$ cat config.mk
export PLATFORM = sky130hd
export DESIGN_NAME = serial_adder_ctrl
export DESIGN_NICKNAME = d
export VERILOG_FILES = /design/src/rtl/serial_adder_pkg.sv /design/src/rtl/full_adder.sv /design/src/rtl/serial_adder_ctrl.sv
export SDC_FILE = /design/constraint.sdc
export NUM_CORES = 1
export LEC_CHECK = 0
export CAP_MARGIN = 30
export CORE_ASPECT_RATIO = 0.9
export CORE_MARGIN = 2
export CORE_UTILIZATION = 48
export CTS_BUF_LIST = sky130_fd_sc_hd__clkbuf_4 sky130_fd_sc_hd__clkbuf_8
export CTS_CLUSTER_SIZE = 10
export DETAILED_ROUTE_END_ITERATION = 6
export PLACE_DENSITY_LB_ADDON = 0.15
export SLEW_MARGIN = 20
export SYNTH_ARGS = -nofsm -noshare
export SYNTH_HDL_FRONTEND = slang
export SYNTH_SLANG_ARGS = --single-unit
$ cat constraint.sdc
create_clock -name clk -period 1.2 [get_ports clk]
set_input_delay 0.24 -clock clk [delete_from_list [all_inputs] [get_ports clk]]
set_output_delay 0.24 -clock clk [all_outputs]
set_load 0.005 [all_outputs]
$ cat src/rtl/serial_adder_pkg.sv
// Shared definitions for the bit-serial adder controller.
package serial_adder_pkg;

    localparam int unsigned WIDTH_DEFAULT = 8;

    typedef enum logic [1:0] {
        StIdle = 2'd0,
        StAdd  = 2'd1,
        StDone = 2'd2
    } state_t;

endpackage

$ cat src/rtl/full_adder.sv
// One-bit full adder, the only arithmetic cell used by the serial adder.
module full_adder (
    input  logic a,
    input  logic b,
    input  logic cin,
    output logic sum,
    output logic carry
);

    assign sum   = a ^ b ^ cin;
    assign carry = (a & b) | (cin & (a ^ b));

endmodule

$ cat src/rtl/serial_adder_ctrl.sv
// Bit-serial adder: adds a + b + cin one bit per cycle through a single full adder,
// presenting sum/cout/ovf together with a one-cycle done pulse.
module serial_adder_ctrl
    import serial_adder_pkg::*;
#(
    parameter int unsigned WIDTH = WIDTH_DEFAULT
) (
    input  logic             clk,
    input  logic             rst,
    input  logic             start,
    input  logic [WIDTH-1:0] a,
    input  logic [WIDTH-1:0] b,
    input  logic             cin,
    output logic             busy,
    output logic             done,
    output logic [WIDTH-1:0] sum,
    output logic             cout,
    output logic             ovf
);

    localparam int unsigned CW = $clog2(WIDTH) + 1;

    state_t           state_q, state_d;
    logic [WIDTH-1:0] a_sh_q, a_sh_d;
    logic [WIDTH-1:0] b_sh_q, b_sh_d;
    logic [WIDTH-1:0] sum_sh_q, sum_sh_d;
    logic [WIDTH-1:0] sum_q, sum_d;
    logic             carry_q, carry_d;
    logic             cout_q, cout_d;
    logic             ovf_q, ovf_d;
    logic [CW-1:0]    cnt_q, cnt_d;

    logic             fa_sum;
    logic             fa_carry;
    logic [WIDTH-1:0] sum_shifted;

    full_adder u_full_adder (
        .a     (a_sh_q[0]),
        .b     (b_sh_q[0]),
        .cin   (carry_q),
        .sum   (fa_sum),
        .carry (fa_carry)
    );

    // New sum bit enters at the MSB so the word is LSB-aligned after WIDTH shifts.
    assign sum_shifted = WIDTH'({fa_sum, sum_sh_q} >> 1);

    always_comb begin
        state_d  = state_q;
        a_sh_d   = a_sh_q;
        b_sh_d   = b_sh_q;
        sum_sh_d = sum_sh_q;
        sum_d    = sum_q;
        carry_d  = carry_q;
        cout_d   = cout_q;
        ovf_d    = ovf_q;
        cnt_d    = cnt_q;

        case (state_q)
            StIdle, StDone: begin
                state_d = StIdle;
                if (start) begin
                    state_d  = StAdd;
                    a_sh_d   = a;
                    b_sh_d   = b;
                    sum_sh_d = '0;
                    carry_d  = cin;
                    cnt_d    = '0;
                end
            end
            StAdd: begin
                a_sh_d   = a_sh_q >> 1;
                b_sh_d   = b_sh_q >> 1;
                sum_sh_d = sum_shifted;
                carry_d  = fa_carry;
                cnt_d    = cnt_q + 1'b1;
                if (cnt_q == CW'(WIDTH - 1)) begin
                    // carry_q is the carry into the MSB on this last bit
                    state_d = StDone;
                    sum_d   = sum_shifted;
                    cout_d  = fa_carry;
                    ovf_d   = carry_q ^ fa_carry;
                end
            end
            default: state_d = StIdle;
        endcase
    end

    always_ff @(posedge clk) begin
        if (rst) begin
            state_q  <= StIdle;
            a_sh_q   <= '0;
            b_sh_q   <= '0;
            sum_sh_q <= '0;
            sum_q    <= '0;
            carry_q  <= 1'b0;
            cout_q   <= 1'b0;
            ovf_q    <= 1'b0;
            cnt_q    <= '0;
        end else begin
            state_q  <= state_d;
            a_sh_q   <= a_sh_d;
            b_sh_q   <= b_sh_d;
            sum_sh_q <= sum_sh_d;
            sum_q    <= sum_d;
            carry_q  <= carry_d;
            cout_q   <= cout_d;
            ovf_q    <= ovf_d;
            cnt_q    <= cnt_d;
        end
    end

    assign busy = (state_q == StAdd);
    assign done = (state_q == StDone);
    assign sum  = sum_q;
    assign cout = cout_q;
    assign ovf  = ovf_q;

endmodule

* Word-level counts from Yosys, hierarchy flattened *
Index checks and enable logic that the tools add are counted.

operators by class
  $add $sub $neg = 1
  equal/unequal tests = 5
  mux-type cells = 13
  bitwise operators = 6
  reductions and logical operators = 5

operator list
  cell                                                                   count
  8-bit case mux with 2 select lines                                     3
  8-bit 2-to-1 mux                                                       3
  4-bit case mux with 2 select lines                                     1
  4-bit by 1-bit adder with 4-bit output, second input constant          1
  4-bit by 3-bit equality test with 1-bit output, second input constant  1
  4-bit 2-to-1 mux                                                       1
  2-bit case mux with 2 select lines                                     1
  2-bit AND reduction                                                    2
  1-bit XOR                                                              3
  1-bit bitwise AND                                                      2
  2-bit by 1-bit equality test with 1-bit output, second input constant  1
  2-bit equality test, second input constant                             1
  2-bit zero test                                                        1
  1-bit 2-to-1 mux                                                       2
  2-bit 2-to-1 mux                                                       1
  2-bit by 1-bit != test with 1-bit output, second input constant        1
  2-bit != test, second input constant                                   1
  1-bit case mux with 2 select lines                                     1
  2-bit nonzero test                                                     1
  2-bit OR reduction                                                     1
  1-bit OR                                                               1

storage, ports and cells
  bits in registers = 41
  input port bits = 20
  output and inout bits = 12
  word-level logic and storage cells = 39

* Depth between registers and ports, before layout *
Gate-level depths: netlist of run 1.

  depth after elaboration = 4
  depth in mapped cells = 6
  mapped depth without buffers = 4

* By module *
Synthesis of run 1 repeated with hierarchy kept, for this count alone.

second synthesis, totals
  cell total of the unflattened synthesis = 186
  area, all modules = 1,634.1 sq um

modules (own cells, without submodules)
  module             instances  cells an instance  area an instance (sq um)
  serial_adder_ctrl  1          185                1,614.0
  full_adder         1          1                  20.0

* Worst setup path before layout of run 1 *
No wires, ideal clock.

  path kind = flip-flop to flip-flop
  from = register carry_q
  to = register ovf_q, in the netlist ovf
  library setup time = 91 ps
  arrival = 1,151 ps
  setup slack = -42 ps
  stages on the path, launching flop included = 4
  path buffers = 0
  clock period less this slack = 1,242 ps
  cell sequence = dfxtp_1 > fa_1 > xnor2_1 > a311oi_1

on the way
  word-level cells in the longest chain between the ends = 3

ends and longest elaborated chain
  element                   RTL line                  RTL
  start: declaration        serial_adder_ctrl.sv:28   logic carry_q, carry_d;
  start signal: assignment  serial_adder_ctrl.sv:106  carry_q <= carry_d;
  1-bit bitwise AND         full_adder.sv:11          assign carry = (a & b) | (cin & (a ^ b));
  1-bit OR                  full_adder.sv:11
  named net fa_carry        serial_adder_ctrl.sv:34   logic fa_carry;
  1-bit XOR                 serial_adder_ctrl.sv:82   ovf_d = carry_q ^ fa_carry;
  end signal: assignment    serial_adder_ctrl.sv:108  ovf_q <= ovf_d;
  end: declaration          serial_adder_ctrl.sv:30   logic ovf_q, ovf_d;

The timed path passes the listed nets, and every way through them passes these cells.
A chain may end at the register's enable or synchronous reset.

* Final worst setup path of run 1 *
Ends and elaborated chain as after synthesis.

==> metrics.cfg, run 1 <==
[critical_path]
worstPathArrival_ns = 1.40
r2r_slack_ns = 0.01
slowest_delay_ns = 0.43
cp-start-kind = flip-flop
worst-path-buf-inv = 0
crit_type = flip-flop to flip-flop
crit_slowest_cell = fa_2
crit_required_ns = 1.41
crit_chain = fa_2 > xnor2_2 > a311oi_2
crit_fanout = 3
end_kind = flip-flop
crit_family = adder cells

[cells_and_area]
layout_common_cells = 38 x a21oi_1, 34 x nand3_1, 28 x dfxtp_1
fin_nets = 247
syn2layout_area_growth_pct = 42.27
final_area_mm2 = 0.002325
drive_above_1_share_pct = 29.20
final_common_cell = a21oi_1
finalNonFillerCells = 270
antenna_cells = 0

[synthesis]
synthTopCellsByArea = dfxtp_1 49%, a21oi_1 12%, nand3_1 11%, a22oi_1 6.9%, buf_2 2.8%
yosysWarnings = 0
syn_nets = 208
netlist_instances = 186
synth_seq_cells = 40
synth_cell_types = 26
synth.top_cell.area_share_pct = 49.00
synth_top_area_cell = dfxtp_1
syn_avg_cell_area_um2 = 8.785
syn-cell-area_mm2 = 0.001634
ys_seq_area_share_pct = 49.00

[floorplanning]
coreArea_mm2 = 0.003328
die_y_um = 59.35
ios = 32
dieArea_mm2 = 0.003887
rows = 20
start_util_pct = 49.10
die_w_um = 65.50

[routing]
detail-route-antenna-nets = 0
first_iter_violations = 110
route.vias.total = 1469
routedWlPerCell_um = 13.63
dr.pass1.iters = 4
wirelength_um = 3680
drc = 0
via_per_inst = 5.441

[clock_tree]
holdBufCountCts = 0
clkSlewWorstSetupHoldPaths_ns = 0.08
clockBufferDepth = 2
cts_tree = yes
htreeDepth = 2
cts_made_buffers = 5
insertion_delay_ns = 0.29
cts.sinks = 40
clockRootBuffer = clkbuf_8

[global_route]
grt_pass1_vias = 1395
antenna_found_initial = 0
grt_pass1_wl_um = 5899
grt_max_degree = 28
overflow = 0
track_usage_pct = 20.02

[placement]
hpwl_um = 2387
dpl-instance-area_mm2 = 0.002090
gp_congestion = 0.7641
io_buffers = 31
post-place-cells = 261

[sta]
max_freq_mhz = 841.0
finalClockSkew_ns = 0.007363
maxSlewHeadroom_pct = 84.39
setup_viol = 0
period_minus_slack_ns = 1.189
drv_slew = 0
grt_setup_unrepaired = yes
finalCritPeriodShare_pct = 99.08
worst_slew_pin_slew_ns = 0.2342
hold_viol = 0

[pwr]
power_density_mw_per_mm2 = 1255
p_leak_nw = 0.8570
power_mw = 2.918
ir_drop_mv = 0.8047

[flow_run]
maxCapViolations = 0

[min_path]
hold_path.class = flip-flop to flip-flop

[outcome]
status = completed

-- power by group --
group          internal, mW  total, mW  switching, mW
Clock                 0.615       1.09          0.470
Sequential             1.38       1.41         0.0362
Combinational         0.216      0.419          0.204
Total                  2.21       2.92          0.710
-- sequential cells by signal, summed over array words and instances (netlist names) --
name      cells
a_sh_q        8
b_sh_q        8
carry_q       1
cnt_q         4
cout          1
ovf           1
state_q       2
sum           8
sum_sh_q      7
-- final cells by class --
class	count	area [µm²]
Clock inverter	3	42.54
Sequential cell	40	818.3
Timing Repair Buffer	51	506.7
Tap cell	44	55.05
Inverter	1	3.754
Multi-Input combinational cell	126	829.5
Fill cell	263	1003
Clock buffer	5	68.82
-- stage by stage --
| step | hold slack, ns | setup slack, ns | utilization (%) | setup TNS [ns] |
|---|---|---|---|---|
| finish | 0.4723 | 0.01098 | 69.85 | 0 |
| global route | 0.4991 | -0.03184 | 69.85 | -0.1070 |
| CTS | 0.4610 | -0.04801 | 67.44 | -0.05881 |
| detailed placement | 0.4615 | -0.2675 | 62.78 | -5.865 |
| global placement | 0.4545 | -0.2237 | 62.78 | -4.852 |
| floorplan | 0.3760 | 0.02525 | - | 0 |
-- synth_stat cells --
library cell / n
a22oi_1: 15
o21ai_0: 9
nand3b_1: 2
dfxtp_1: 40
and3b_1: 1
or2_2: 1
nand4_1: 1
buf_4: 4
clkbuf_1: 5
fa_1: 1
nor2b_1: 2
nor3_1: 1
mux2_4: 1
mux2i_1: 1
nor2_1: 1
buf_6: 1
a211oi_2: 1
nand2b_1: 3
a311oi_1: 1
nand3_1: 35
a21oi_1: 38
buf_2: 9
nand2_1: 10
xnor2_1: 1
ha_1: 1
inv_1: 1
-- worst register-to-register path, stage by stage, from the launching register on --
cell,delay [ns]
dfxtp_2,0.34
fa_2,0.43
xnor2_2,0.16
a311oi_2,0.19
-- per-layer routing --
metal	vias up	GRT usage [%]	wire length, µm
li1	745	-	-
met1	692	22.34	1596
met2	30	37.46	1922
met3	2	5.703	149
met4	0	5.357	12
met5	-	0	0
-- path summary, 6_finish.rpt --
path | depth (start not counted) | endpoint | start
setup / recovery | 3 | ovf | carry_q
hold / removal | 2 | sum[0] | sum_sh_q[1]
setup reg to reg | 3 | ovf | carry_q
hold reg to reg | 2 | sum[0] | sum_sh_q[1]
-- kinds of logic (layout without fill, tap and decap cells) --
group | after synthesis | in the layout | synth area share [%]
multiplexers | 2 | 2 | 1.531
XOR/XNOR | 1 | 1 | 0.5361
adder cells (fa/ha/maj) | 2 | 2 | 1.991
AO/OA/AOI/OAI | 64 | 64 | 22.59
flip-flops | 40 | 40 | 49.00
buffers and inverters | 20 | 60 | 6.661
AND/OR/NAND/NOR | 57 | 57 | 17.69
-- what timing repair did --
item,CTS,global route
gates resized for setup,32,28
setup buffers,1,0
pin swaps,2,7
endpoints found under the setup margin,20,36
(Power assumes the default switching activity.)
==> run 2: changes to the inputs <==
--- a/config.mk
+++ b/config.mk
@@ -7,7 +7,7 @@
 export LEC_CHECK = 0
 export CAP_MARGIN = 30
 export CORE_ASPECT_RATIO = 0.9
-export CORE_MARGIN = 2
+export CORE_MARGIN = 5
 export CORE_UTILIZATION = 48
 export CTS_BUF_LIST = sky130_fd_sc_hd__clkbuf_4 sky130_fd_sc_hd__clkbuf_8
 export CTS_CLUSTER_SIZE = 10
==> run 2 against run 1 <==
Hold slack got worse by 0.0081 ns; design area decreased by 1.5%; critical path type is now flip-flop to output pin; count of clock-buffer cells in the layout increased by 1; critical endpoint is now busy; register-to-register slack improved by 0.02 ns; clock power about the same.
==> metrics.cfg, run 2 (synthesized netlist as in run 1, its figures left out) <==
[global_route]
grt_pass1_vias = 1473  ; +5.6%
grt_max_degree = 24  ; -14%
grt_pass1_wl_um = 6299  ; +6.8%
antenna_found_initial = 0  ; unchanged
track_usage_pct = 17.00  ; -3.0 points
overflow = 0  ; unchanged

[clock_tree]
holdBufCountCts = 0  ; unchanged
clkSlewWorstSetupHoldPaths_ns = 0.08  ; about the same
cts_made_buffers = 5  ; unchanged
cts.sinks = 40  ; unchanged
htreeDepth = 2  ; unchanged
cts_tree = yes
clockRootBuffer = clkbuf_8
clockBufferDepth = 2  ; unchanged
insertion_delay_ns = 0.30  ; about the same

[flow_run]
maxCapViolations = 0  ; unchanged

[sta]
max_freq_mhz = 847.9  ; +0.81%
period_minus_slack_ns = 1.179  ; -0.009563 ns
maxSlewHeadroom_pct = 83.76  ; -0.63 points
worst_slew_pin_slew_ns = 0.2436  ; +0.009415 ns
setup_viol = 0  ; unchanged
hold_viol = 0  ; unchanged
finalCritPeriodShare_pct = 98.29  ; -0.80 points
drv_slew = 0  ; unchanged
finalClockSkew_ns = 0.008974  ; +0.001611 ns
grt_setup_unrepaired = yes

[floorplanning]
start_util_pct = 49.10  ; unchanged
die_w_um = 71.50  ; +9.2%
rows = 20  ; unchanged
dieArea_mm2 = 0.004673  ; +20%
die_y_um = 65.35  ; +10%
coreArea_mm2 = 0.003328  ; unchanged
ios = 32  ; unchanged

[placement]
hpwl_um = 2624  ; +9.9%
io_buffers = 31  ; unchanged
gp_congestion = 0.7834  ; +2.5%
dpl-instance-area_mm2 = 0.002082  ; -0.36%

[cells_and_area]
final_core_utilization_pct = 68.83  ; -1.0 points
antenna_cells = 0  ; unchanged
drive_above_1_share_pct = 24.68  ; -4.5 points
fin_nets = 252  ; +2.0%
syn2layout_area_growth_pct = 40.20
final_common_cell = a21oi_1
final_area_mm2 = 0.002291  ; -1.5%
layout_common_cells = 36 x a21oi_1, 34 x nand3_1, 34 x dfxtp_1

[routing]
drc = 0  ; unchanged
via_per_inst = 5.524  ; +1.5%
routedWlPerCell_um = 13.65  ; +0.18%
route.vias.total = 1519  ; +3.4%
wirelength_um = 3755  ; +2.0%
dr.pass1.iters = 4  ; unchanged
first_iter_violations = 77  ; -30%
detail-route-antenna-nets = 0  ; unchanged

[min_path]
hold_path.class = flip-flop to flip-flop

[critical_path]
crit_type = flip-flop to output pin
crit_required_ns = 0.96  ; -0.45 ns
worst-path-buf-inv = 2  ; +2
cp-start-kind = flip-flop
worstPathArrival_ns = 0.94  ; -0.46 ns
crit_slowest_cell = dfxtp_2
slowest_delay_ns = 0.33  ; -0.10 ns
crit_fanout = 3  ; unchanged
end_kind = output pin
crit_family = flip-flops
crit_chain = nand2b_4 > inv_4 > buf_6

[pwr]
power_mw = 2.918  ; about the same
p_leak_nw = 0.8720  ; +1.8%
ir_drop_mv = 0.8332  ; +3.5%
power_density_mw_per_mm2 = 1274  ; +1.5%

[outcome]
status = completed

==> run 2: tightest hold or removal path, delay by kind of cell (launching register included) <==
| family | cells | cell delay, ns |
|---|---|---|
| and+or+nand+nor | 1 | 0.05 |
| AOI/OAI and AO/OA | 1 | 0.05 |
| DFF | 1 | 0.32 |
==> run 2: area by class of cell <==
type / count / area [µm²]
well taps: 44 / 55.05
clock buffers: 6 / 76.32
repair buffers: 56 / 524.3
inverters: 1 / 6.256
flip-flops and latches: 40 / 808.3
fillers: 285 / 1037
clock inverters: 2 / 35.03
multi-input cells: 126 / 785.8
==> run 2: path summary, 6_finish.rpt <==
check | startpoint | endpoint | slack [ns] | cells after the start
worst max-delay path | state_q[1] | busy | 0.02 | 3
worst min-delay path | sum_sh_q[2] | sum_sh_q[1] | 0.46 | 2
worst max register to register | a_sh_q[0] | ovf | 0.03 | 3
worst min register to register | sum_sh_q[2] | sum_sh_q[1] | 0.46 | 2
==> run 2: per-stage QoR <==
stage | setup TNS [ns] | hold WS, ns | setup WS [ns] | std cells
after global placement | -4.302 | 0.4535 | -0.2020 | 265
final | 0 | 0.4642 | 0.02055 | 275
after global routing | -0.08357 | 0.5027 | -0.01828 | 275
after floorplan | 0 | 0.3760 | 0.02525 | 186
after detailed placement | -5.590 | 0.4625 | -0.2648 | 265
after CTS | 0 | 0.4733 | 0.004870 | 275
==> run 2: repair_timing <==
action                                  CTS  global route
gates resized for setup                  33            20
pin swaps                                 2             3
endpoints found under the setup margin   28            32
buffers inserted                          2             0
==> run 2: power breakdown <==
part / internal [mW] / leakage [nW] / switching, mW
clock: 0.640 / 0.0586 / 0.461
sequential: 1.38 / 0.328 / 0.0335
combinational: 0.210 / 0.485 / 0.196
total: 2.23 / 0.872 / 0.691
==> run 2: metal layers <==
| layer | track usage, % | wire, µm | up-vias |
|---|---|---|---|
| met2 | 29.70 | 1904 | 31 |
| met3 | 4.128 | 167 | 7 |
| met4 | 8.685 | 73 | 0 |
| li1 | - | - | 761 |
| met5 | 0 | 0 | - |
| met1 | 19.15 | 1610 | 720 |
